File: config.mk
export PLATFORM = sky130hd
export DESIGN_NAME = hilo_div
export DESIGN_NICKNAME = d
export VERILOG_FILES = /design/src/rtl/hilo_div_pkg.sv /design/src/rtl/hilo_div_step.sv /design/src/rtl/hilo_div.sv
export SDC_FILE = /design/constraint.sdc
export NUM_CORES = 1
export LEC_CHECK = 0
export BUFFER_PORTS_ARGS = -buffer_cell sky130_fd_sc_hd__buf_2
export CORE_MARGIN = 5
export CORE_UTILIZATION = 45
export CTS_CLUSTER_SIZE = 24
export DETAILED_ROUTE_END_ITERATION = 10
export GPL_TIMING_DRIVEN = 0
export HOLD_SLACK_MARGIN = 0.08
export PLACE_DENSITY_LB_ADDON = 0.3
export REMOVE_ABC_BUFFERS = 1
export SLEW_MARGIN = 20
export SYNTH_ARGS = -nofsm -noshare
export SYNTH_HDL_FRONTEND = slang
export SYNTH_SLANG_ARGS = --single-unit
File: constraint.sdc
create_clock -name clk -period 7.15 [get_ports clk]
set_input_delay 1.43 -clock clk [delete_from_list [all_inputs] [get_ports clk]]
set_output_delay 1.43 -clock clk [all_outputs]
set_load 0.05 [all_outputs]
File: src/rtl/hilo_div_pkg.sv
// Shared CPU definitions: ALU control codes plus the HI/LO divider state
// encoding and iteration count.
package hilo_div_pkg;

    localparam int DIV_CYCLES = 32;
    localparam int CNT_W      = $clog2(DIV_CYCLES + 1);

    typedef enum logic [3:0] {
        ALU_ADD  = 4'd0,
        ALU_SUB  = 4'd1,
        ALU_AND  = 4'd2,
        ALU_OR   = 4'd3,
        ALU_XOR  = 4'd4,
        ALU_NOR  = 4'd5,
        ALU_SLT  = 4'd6,
        ALU_SLTU = 4'd7,
        ALU_SLL  = 4'd8,
        ALU_SRL  = 4'd9,
        ALU_SRA  = 4'd10,
        ALU_LUI  = 4'd11
    } aluCtrl_e;

    typedef enum logic [1:0] {
        IDLE = 2'd0,
        CALC = 2'd1,
        DONE = 2'd2
    } divState_e;

endpackage

File: src/rtl/hilo_div_step.sv
// One restoring shift-subtract step: shift the next dividend bit into the
// partial remainder, subtract the divisor if it fits, record the quotient bit.
module div_step (
    input  logic [32:0] remIn,
    input  logic [31:0] quoIn,
    input  logic [31:0] divisor,
    output logic [32:0] remOut,
    output logic [31:0] quoOut
);

    logic [33:0] shifted;
    logic [33:0] diff;

    always_comb begin
        shifted = {remIn, quoIn[31]};
        diff    = shifted - {2'b00, divisor};
        // partial remainder stays below the divisor, so bit 33 is a clean borrow
        if (diff[33]) begin
            remOut = shifted[32:0];
            quoOut = {quoIn[30:0], 1'b0};
        end else begin
            remOut = diff[32:0];
            quoOut = {quoIn[30:0], 1'b1};
        end
    end

endmodule

File: src/rtl/hilo_div.sv
// Multi-cycle HI/LO divider for div/divu: iterates on magnitudes, then applies
// the quotient/remainder sign fix-up when writing HI/LO on entry to DONE.
module hilo_div #(
    parameter int DIV_CYCLES = hilo_div_pkg::DIV_CYCLES
) (
    input  logic        clk,
    input  logic        rst,
    input  logic        start,
    input  logic        signed_div,
    input  logic [31:0] a,
    input  logic [31:0] b,
    input  logic        annul,
    output logic        busy,
    output logic        ready,
    output logic [31:0] hi,
    output logic [31:0] lo
);
    import hilo_div_pkg::*;

    divState_e   state, nxtState;
    logic [CNT_W-1:0] cnt;
    logic [32:0] remR, remNext;
    logic [31:0] quoR, quoNext, divR;
    logic        negQ, negR, bZero;
    logic        accept, lastStep;
    logic [31:0] absA, absB;

    assign accept   = (state == IDLE) && start && !annul;
    assign lastStep = (state == CALC) && (cnt == CNT_W'(DIV_CYCLES - 1));
    assign busy     = accept || (state == CALC);
    // an annul landing in DONE suppresses the write enable
    assign ready    = (state == DONE) && !annul;

    assign absA = (signed_div && a[31]) ? -a : a;
    assign absB = (signed_div && b[31]) ? -b : b;

    div_step uStep (
        .remIn   (remR),
        .quoIn   (quoR),
        .divisor (divR),
        .remOut  (remNext),
        .quoOut  (quoNext)
    );

    always_ff @(posedge clk or posedge rst) begin
        if (rst) state <= IDLE;
        else     state <= nxtState;
    end

    always_comb begin
        nxtState = state;
        case (state)
            IDLE: if (accept) nxtState = CALC;
            CALC: begin
                if (annul)         nxtState = IDLE;
                else if (lastStep) nxtState = DONE;
            end
            DONE:    nxtState = IDLE;
            default: nxtState = IDLE;
        endcase
    end

    always_ff @(posedge clk or posedge rst) begin
        if (rst) begin
            cnt   <= '0;
            remR  <= '0;
            quoR  <= '0;
            divR  <= '0;
            negQ  <= 1'b0;
            negR  <= 1'b0;
            bZero <= 1'b0;
            hi    <= '0;
            lo    <= '0;
        end else if (accept) begin
            cnt   <= '0;
            remR  <= '0;
            quoR  <= absA;
            divR  <= absB;
            negQ  <= signed_div && (a[31] ^ b[31]);
            negR  <= signed_div && a[31];
            bZero <= (b == 32'd0);
        end else if ((state == CALC) && !annul) begin
            remR <= remNext;
            quoR <= quoNext;
            cnt  <= cnt + 1'b1;
            if (lastStep) begin
                // divide-by-zero yields all-ones quotient regardless of signs
                lo <= bZero ? 32'hFFFF_FFFF : (negQ ? -quoNext : quoNext);
                hi <= negR ? -remNext[31:0] : remNext[31:0];
            end
        end
    end

endmodule

# Word level (Yosys, flattened, before mapping)
# Cells that the tools add are included.
dict set report totals {
  regBits 172
  inputBits 69
  output_inout_bits 66
  word_cells 55
}
dict set report op_classes {
  n_addsub 6
  eq_ne 5
  mux 17
  bitwise 2
  reduce_logical 15
}
# cell count
set op_table {}
lappend op_table {{2-to-1 mux 32 bit} 7}
lappend op_table {{negation 32 bit} 4}
lappend op_table {{2-to-1 mux 33 bit} 3}
lappend op_table {{subtractor 34 x 32 -> 34 bit} 1}
lappend op_table {{logical NOT 32 bit} 1}
lappend op_table {{2-to-1 mux 6 bit} 2}
lappend op_table {{logical AND 1 bit} 8}
lappend op_table {{adder 6 x 1 -> 6 bit (second input constant)} 1}
lappend op_table {{== test 6 x 5 -> 1 bit (second input constant)} 1}
lappend op_table {{2-to-1 mux 2 bit} 3}
lappend op_table {{one-hot mux 2 bit (2 select lines)} 1}
lappend op_table {{inequality test 3 bit (second input constant)} 1}
lappend op_table {{AND reduction 3 bit} 1}
lappend op_table {{== test 2 x 1 -> 1 bit (second input constant)} 1}
lappend op_table {{== test 2 bit (second input constant)} 1}
lappend op_table {{logical NOT 2 bit} 1}
lappend op_table {{inequality test 2 bit (second input constant)} 1}
lappend op_table {{AND reduction 2 bit} 1}
lappend op_table {{nonzero test 2 bit} 1}
lappend op_table {{logical NOT 1 bit} 1}
lappend op_table {{logical OR 1 bit} 1}
lappend op_table {{2-to-1 mux 1 bit} 1}
lappend op_table {{NOT 1 bit} 1}
lappend op_table {{bitwise XOR 1 bit} 1}

# Logic depth before layout (Yosys ltp)
# Gate-level depths: netlist (run 1).
dict set report logic_depth {
  word_depth 5
  ltp_mapped 24
  ltp_nobuf 20
}

# Cells and area by module
# A second synthesis (run 1) with hierarchy kept.
dict set report unflattened {
  hier_cells 1348
  hier_area_um2 11701.2
}
# mod instances cells_each area_each_um2 seq_area_each_um2
set by_module_without_submodules {}
lappend by_module_without_submodules {hilo_div 1 989 9297.7 4304.1}
lappend by_module_without_submodules {div_step 1 359 2403.6 0.0}

# Worst setup path after synthesis (run 1)
# No wires, ideal clock.
dict set report synth_path {
  path_kind {flip-flop to flip-flop}
  start {reg remR[16]}
  end {reg hi[26]}
  setup_ns 0.130
  arrival_time_ns 4.912
  required_time_ns 7.020
  setup_slack_ns 2.107
  stages_incl_launch_ff 24
  path_buffers 4
  period_less_slack_ns 5.043
  cell_sequence {dfrtp_1 ha_1 buf_2 and4_1 nand3_1 or4_4 nor3b_1 a221o_2 nor2_2 inv_2 buf_6 buf_2 buf_1 nor2_1 a21oi_1 ha_1 nand3b_1 or3_1 or3_1 mux2i_4 o211ai_4 o41ai_2 xnor2_1 o21ai_1}
}
dict set report synth_between {
  elab_chain_cells 4
}
# element line
set synth_rtl {}
lappend synth_rtl {{start: declaration} hilo_div.sv:22} ;# logic [32:0] remR, remNext;
lappend synth_rtl {{start signal: assignment} hilo_div.sv:83} ;# remR <= remNext;
lappend synth_rtl {{subtractor 34 x 32 -> 34 bit} hilo_div_step.sv:16} ;# diff = shifted - {2'b00, divisor};
lappend synth_rtl {{2-to-1 mux 33 bit (*)} hilo_div_step.sv:18} ;# if (diff[33]) begin
lappend synth_rtl {{negation 32 bit} hilo_div.sv:89} ;# hi <= negR ? -remNext[31:0] : remNext[31:0];
lappend synth_rtl {{2-to-1 mux 32 bit (*)} hilo_div.sv:89}
lappend synth_rtl {{end signal: assignment} hilo_div.sv:89}
lappend synth_rtl {{end: declaration} hilo_div.sv:15} ;# output logic [31:0] hi,
# Every way passes the cells marked *; elsewhere a longest branch is shown, timed or not.
# A chain may end at the register's enable or synchronous reset.

# Worst setup path in the final report (run 1)
dict set report layout_path {
  start {reg remR[3]}
  end {reg hi[30]}
}
# Same word-level chain as after synthesis.

==> results.toml, run 1 <==
[setup_path]
path_max_fanout = 39
cp-endpoint = "hi[30]"
rr_worst_depth = 18
worstSetupStartpoint = "remR[3]"
crit_path_end_kind = "flop"
r2r_start = "remR[3]"
start_kind = "flop"
rr_endpoint = "hi[30]"
crit_required_ns = 7.45
r2r_slack_ns = 0.77
crit_arrival_ns = 6.67
crit_type = "reg -> reg"

[clocking]
path_clk_slew_ns = 0.08
clock-root-buffer = "clkbuf_16"
hold_buffers = 0
cts_tree = "built"
cts_sinks = 172
cts_resized = 0
numCtsBuffers = 17
cts_setup_buffers = 0
worstSkewPairLatency_ns = 0.45
cts_htree_levels = 4
cts_buffer_depth = 2

[global_routing]
antenna_found_initial = 6
busiest_layer = "met2"
met1_usage_pct = 29.7
grt_first_pass_wirelength_um = 53300
grt_pass1_vias = 10400
grt.overflow.total = 0
track_usage_pct = 22.1
grt_max_degree = 89
gr-usage-met3_pct = 4.23
grt_use_met2_pct = 36.6

[timing]
rsz0062_at_grt = "false"
setup_viol = 0
period_share_pct = 89.2
drv_slew = 0
clock-skew-final_ns = 0.0181
relSlewSlack_pct = 25.2
tightest_slew_ns = 1.11
whs_ns = 0.472
fin_crit_ns = 6.38
max_freq_mhz = 157
hold_viol_final = 0

[route]
firstDrtPassIters = 5
final_antenna_net_count = 0
routedWlPerCell_um = 17.6
drc = 0
vias = 10700
drt_wl_total_um = 32600
vias_per_cell = 5.77
drt_iter0_markers = 733

[synth]
avgSynthCellArea_um2 = 8.37
async_flop_share_pct = 100
synth_cells = 1417
synth.largest_area_cell = "dfrtp_1"
synth.distinct_cells = 85
synth.top_cell.area_share_pct = 36.3
synthFlopType = "dfrtp_1"
synth.ff_latch_count = 172
synth_area_mm2 = 0.0119
synth_warnings = 0
synth_edf_count = 0
ys_seq_area_share_pct = 36.3
synth.top_cells.by_area = "dfrtp_1 (36%), o21ai_0 (7.0%), nand2_1 (5.8%), xor2_1 (5.5%), xnor2_1 (5.4%)"

[pwr]
vdd_ir_drop_max_uv = 183
seqPwrFrac_pct = 24.7
internal_power_mw = 2.91
p_switching_mw = 2.69
power_density_mw_per_mm2 = 416
clockPowerShare_pct = 17.7
combPwrFrac_pct = 57.6
swShare_pct = 48.1
leakage_nw = 6.07

[placement]
dpl_cell_area_mm2 = 0.0128
gp_congestion = 0.938
port_buffers = 134
post-dp-hpwl_um = 24400

[finish]
area_growth_pct = 13.5
final_cell_mix = "nand2_1 (183), dfrtp_1 (171), o21ai_0 (166), buf_2 (136), a21oi_1 (107)"
drive_above_1_share_pct = 14.2
final_common_cell = "nand2_1"
regArea_mm2 = 0.00431
multiInputGateArea_mm2 = 0.00705
diodes = 0
fillerInstances = 2565
fin_area_mm2 = 0.0135
layout.nets = 1611

[floorplan]
num_rows = 59
start_util_pct = 45.7
core_mm2 = 0.0260
die_x_um = 172
die_h_um = 172
design.die.area_mm2 = 0.0297
boundaryPins = 135

[flow_run]
drv_cap = 0

[hold_path]
hp-class = "reg -> reg"
min_from = "hi[14]"
whs_path_depth = 2

[outcome]
outcome = "completed"
## routing by layer
metal	vias up	routed length, um
met5	-	70
met1	5064	14500
li1	5262	-
met2	299	15400
met3	46	2070
met4	12	554
## layout make-up
| class | count | area share [%] |
|---|---|---|
| Tap cell | 335 | 3.11 |
| Timing Repair Buffer | 142 | 6.11 |
| Multi-Input combinational cell | 1109 | 52.4 |
| Inverter | 62 | 1.79 |
| Clock inverter | 15 | 1.48 |
| Sequential cell | 172 | 32.0 |
| Clock buffer | 17 | 3.16 |
## kinds of logic after synthesis
family	count (synthesis)	synth area share (%)
multiplexers	26	2.33
adder cells (fa/ha/maj)	38	4.07
buffers and inverters	136	4.66
XOR/XNOR	147	10.8
AO/OA/AOI/OAI	456	24.0
AND/OR/NAND/NOR	442	17.8
flip-flops	172	36.3
## cells in the mapped netlist, types with 10 or more instances
cell type	count
nand2_1	184
inv_1	59
dfrtp_1	172
o21ai_0	166
nor3_1	29
buf_2	10
mux2i_1	22
o41ai_1	12
nor2_1	102
xor2_1	74
nand3_1	15
nor4_1	13
o31ai_1	30
or3_1	14
nand4_1	13
xnor2_1	73
a21oi_1	107
a22oi_1	31
o21ai_1	18
clkbuf_1	54
a31oi_1	10
ha_1	37
## per-stage QoR
step | cells | utilization, % | power, mW | TNS [ns] | setup WS (ns)
after global placement | 1812 | 48.6 | 4.51 | -246.40 | -1.47
after global routing | 1852 | 51.8 | 6.02 | 0 | 0.474
after CTS | 1852 | 51.8 | 5.58 | 0 | 0.854
final | 1852 | 51.8 | 5.60 | 0 | 0.774
after detailed placement | 1820 | 49.4 | 4.57 | 0 | 0.873
after floorplan | 1343 | - | 3.75 | 0 | 0.763
## power by group through the flow
stage,Sequential [mW],Clock (mW),Combinational (mW)
6_report,1.38,0.990,3.22
5_1_grt,1.41,1.05,3.56
4_1_cts,1.38,1.01,3.19
3_5_place_dp,1.39,0,3.18
3_3_place_gp,1.39,0,3.12
2_1_floorplan,1.31,0,2.44
## critical path: stages, from the launching register on
cell	delay, ns
dfrtp_1	0.42
ha_1	0.42
a21o_4	0.27
a31o_1	0.25
o21ai_2	0.27
o21ai_2	0.16
a221o_2	0.49
nor2_4	0.66
inv_2	0.55
a21oi_1	0.40
ha_1	0.29
nand3b_1	0.12
or3_1	0.35
or3_1	0.39
mux2i_4	0.25
o211ai_4	0.17
o41ai_2	0.42
xnor2_1	0.21
o21ai_1	0.09
## worst min-delay path by stage
stage                to  slack [ns]
3_5_place_dp     hi[10]        0.46
6_report         hi[14]        0.47
2_1_floorplan  divR[10]        0.45
5_1_grt          hi[10]        0.49
4_1_cts          hi[10]        0.48
3_3_place_gp     hi[10]        0.45
## flip-flops by register name, summed over array words and instances, names as in the netlist
signal  cells
negQ        1
lo         32
state       2
remR       33
divR       32
quoR       32
negR        1
cnt         6
hi         32
bZero       1
Note: power is estimated with default switching activity, not from simulation.
==> run 2: changes to the inputs <==
--- a/config.mk
+++ b/config.mk
@@ -7,13 +7,12 @@
 export LEC_CHECK = 0
 export BUFFER_PORTS_ARGS = -buffer_cell sky130_fd_sc_hd__buf_2
 export CORE_MARGIN = 5
-export CORE_UTILIZATION = 45
+export CORE_UTILIZATION = 30
 export CTS_CLUSTER_SIZE = 24
 export DETAILED_ROUTE_END_ITERATION = 10
 export GPL_TIMING_DRIVEN = 0
 export HOLD_SLACK_MARGIN = 0.08
 export PLACE_DENSITY_LB_ADDON = 0.3
-export REMOVE_ABC_BUFFERS = 1
 export SLEW_MARGIN = 20
 export SYNTH_ARGS = -nofsm -noshare
 export SYNTH_HDL_FRONTEND = slang
==> results.toml, run 2 (synthesized netlist as in run 1, its figures left out) <==
[finish]
layout.nets = 1677
postLayoutCoreUtil_pct = 35.5
area_growth_pct = 16.3
fin_area_mm2 = 0.0138
final_common_cell = "nand2_1"
drive_above_1_share_pct = 13.6
top_register = "remR"
largest_reg_flops = 33
final_cell_mix = "nand2_1 (184), dfrtp_1 (172), o21ai_0 (166), buf_2 (143), a21oi_1 (107)"
multiInputGateArea_mm2 = 0.00702
fillerInstances = 4127
regArea_mm2 = 0.00430

[clocking]
worstSkewPairLatency_ns = 0.44
numCtsBuffers = 17
cts_tree = "built"
cts_buffer_depth = 2
cts_resized = 0
path_clk_slew_ns = 0.07
cts_setup_buffers = 0
hold_buffers = 0
clock-root-buffer = "clkbuf_16"
cts_htree_levels = 4
cts_sinks = 172

[setup_path]
crit_required_ns = 7.46
path_max_fanout = 10
crit_type = "reg -> reg"
crit_path_end_kind = "flop"
start_kind = "flop"
crit_arrival_ns = 6.85

[timing]
tightest_slew_ns = 0.825
relSlewSlack_pct = 44.5
period_share_pct = 91.5
setup_viol = 0
drv_slew = 0
hold_viol_final = 0
fin_crit_ns = 6.54
max_freq_mhz = 153
finalSetupTns_ns = 0
clock-skew-final_ns = 0.0138
rsz0062_at_grt = "false"
whs_ns = 0.463

[flow_run]
drv_cap = 0

[route]
drt_iter0_markers = 815
vias = 10900
firstDrtPassIters = 5
vias_per_cell = 5.20
drt_wl_total_um = 39000
drc = 0
routedWlPerCell_um = 18.6
final_antenna_net_count = 0

[pwr]
finalPower_mw = 5.82
leakage_nw = 6.09
seqPwrFrac_pct = 24.1
swShare_pct = 50.1
combPwrFrac_pct = 59.7
power_density_mw_per_mm2 = 422
vdd_ir_drop_max_uv = 146
clockPowerShare_pct = 16.2
p_switching_mw = 2.92
internal_power_mw = 2.91

[global_routing]
antenna_found_initial = 4
grt_max_degree = 103
grt.overflow.total = 0
track_usage_pct = 17.5
grt_first_pass_wirelength_um = 61300
grt_pass1_vias = 10700

[floorplan]
die_x_um = 209
num_rows = 72
core_mm2 = 0.0389
die_h_um = 209
boundaryPins = 135
design.die.area_mm2 = 0.0436
start_util_pct = 30.5

[hold_path]
hp-class = "reg -> reg"

[placement]
gp_congestion = 0.930
port_buffers = 133
dpl_cell_area_mm2 = 0.0132
post-dp-hpwl_um = 31500

[synth]
synth_nets = 1524

[outcome]
outcome = "completed"
## run 2: worst paths after layout
path / start / to / slack [ns] / depth (start not counted)
setup / recovery: remR[10] / hi[30] / 0.61 / 23
hold / removal: lo[2] / lo[2] / 0.46 / 2
setup reg to reg: remR[10] / hi[30] / 0.61 / 23
hold reg to reg: lo[2] / lo[2] / 0.46 / 2
max in group asynchronous: rst / lo[21] / 5.27 / 3
min in group asynchronous: rst / divR[27] / 1.02 / 2
## run 2: final cells by class
type | instances | share of cell area, %
Clock inverter | 13 | 0.924
Tap cell | 518 | 4.70
Antenna cell | 1 | 0.0181
Clock buffer | 19 | 3.28
Inverter | 62 | 1.74
Buffer | 74 | 2.32
Sequential cell | 172 | 31.2
Timing Repair Buffer | 134 | 5.02
Multi-Input combinational cell | 1109 | 50.8
## run 2: through the flow
step | worst slack, ns | cells
floorplan | 1.06 | 1417
CTS | 0.677 | 2101
global route | 0.243 | 2101
global placement | -1.12 | 2068
detailed placement | 0.736 | 2069
finish | 0.608 | 2102
## run 2: per-layer routing
| layer | routed length, um | share of wire, % | vias to the layer above | global-route usage [%] |
|---|---|---|---|---|
| met5 | 27 | 0.069 | - | 0 |
| met4 | 492 | 1.3 | 4 | 3.92 |
| met3 | 2560 | 6.5 | 40 | 3.90 |
| met2 | 16400 | 42 | 303 | 25.7 |
| met1 | 19500 | 50 | 5195 | 26.2 |
| li1 | - | - | 5389 | - |
## run 2: worst max-delay path: stages (launching register included)
cell and delay (ns):
dfrtp_1 0.51, ha_1 0.34, clkbuf_1 0.34, nand2_1 0.20, o21ai_1 0.43, a21oi_1 0.16
nor3b_1 0.30, a221o_2 0.28, nor2_2 0.08, inv_2 0.15, buf_6 0.19, buf_2 0.30
buf_1 0.48, nor2_1 0.08, a21oi_1 0.33, ha_1 0.29, nand3b_1 0.11, or3_1 0.33
or3_1 0.39, mux2i_4 0.24, o211ai_4 0.16, o41ai_2 0.39, xnor2_1 0.21, o21ai_1 0.08
## run 2: power by group through the flow
stage	clock network (mW)	logic (mW)	registers [mW]
after floorplan	0	2.53	1.30
after global placement	0	3.39	1.40
after detailed placement	0	3.42	1.41
after CTS	0.960	3.43	1.39
after global routing	0.996	3.82	1.43
final	0.943	3.48	1.40
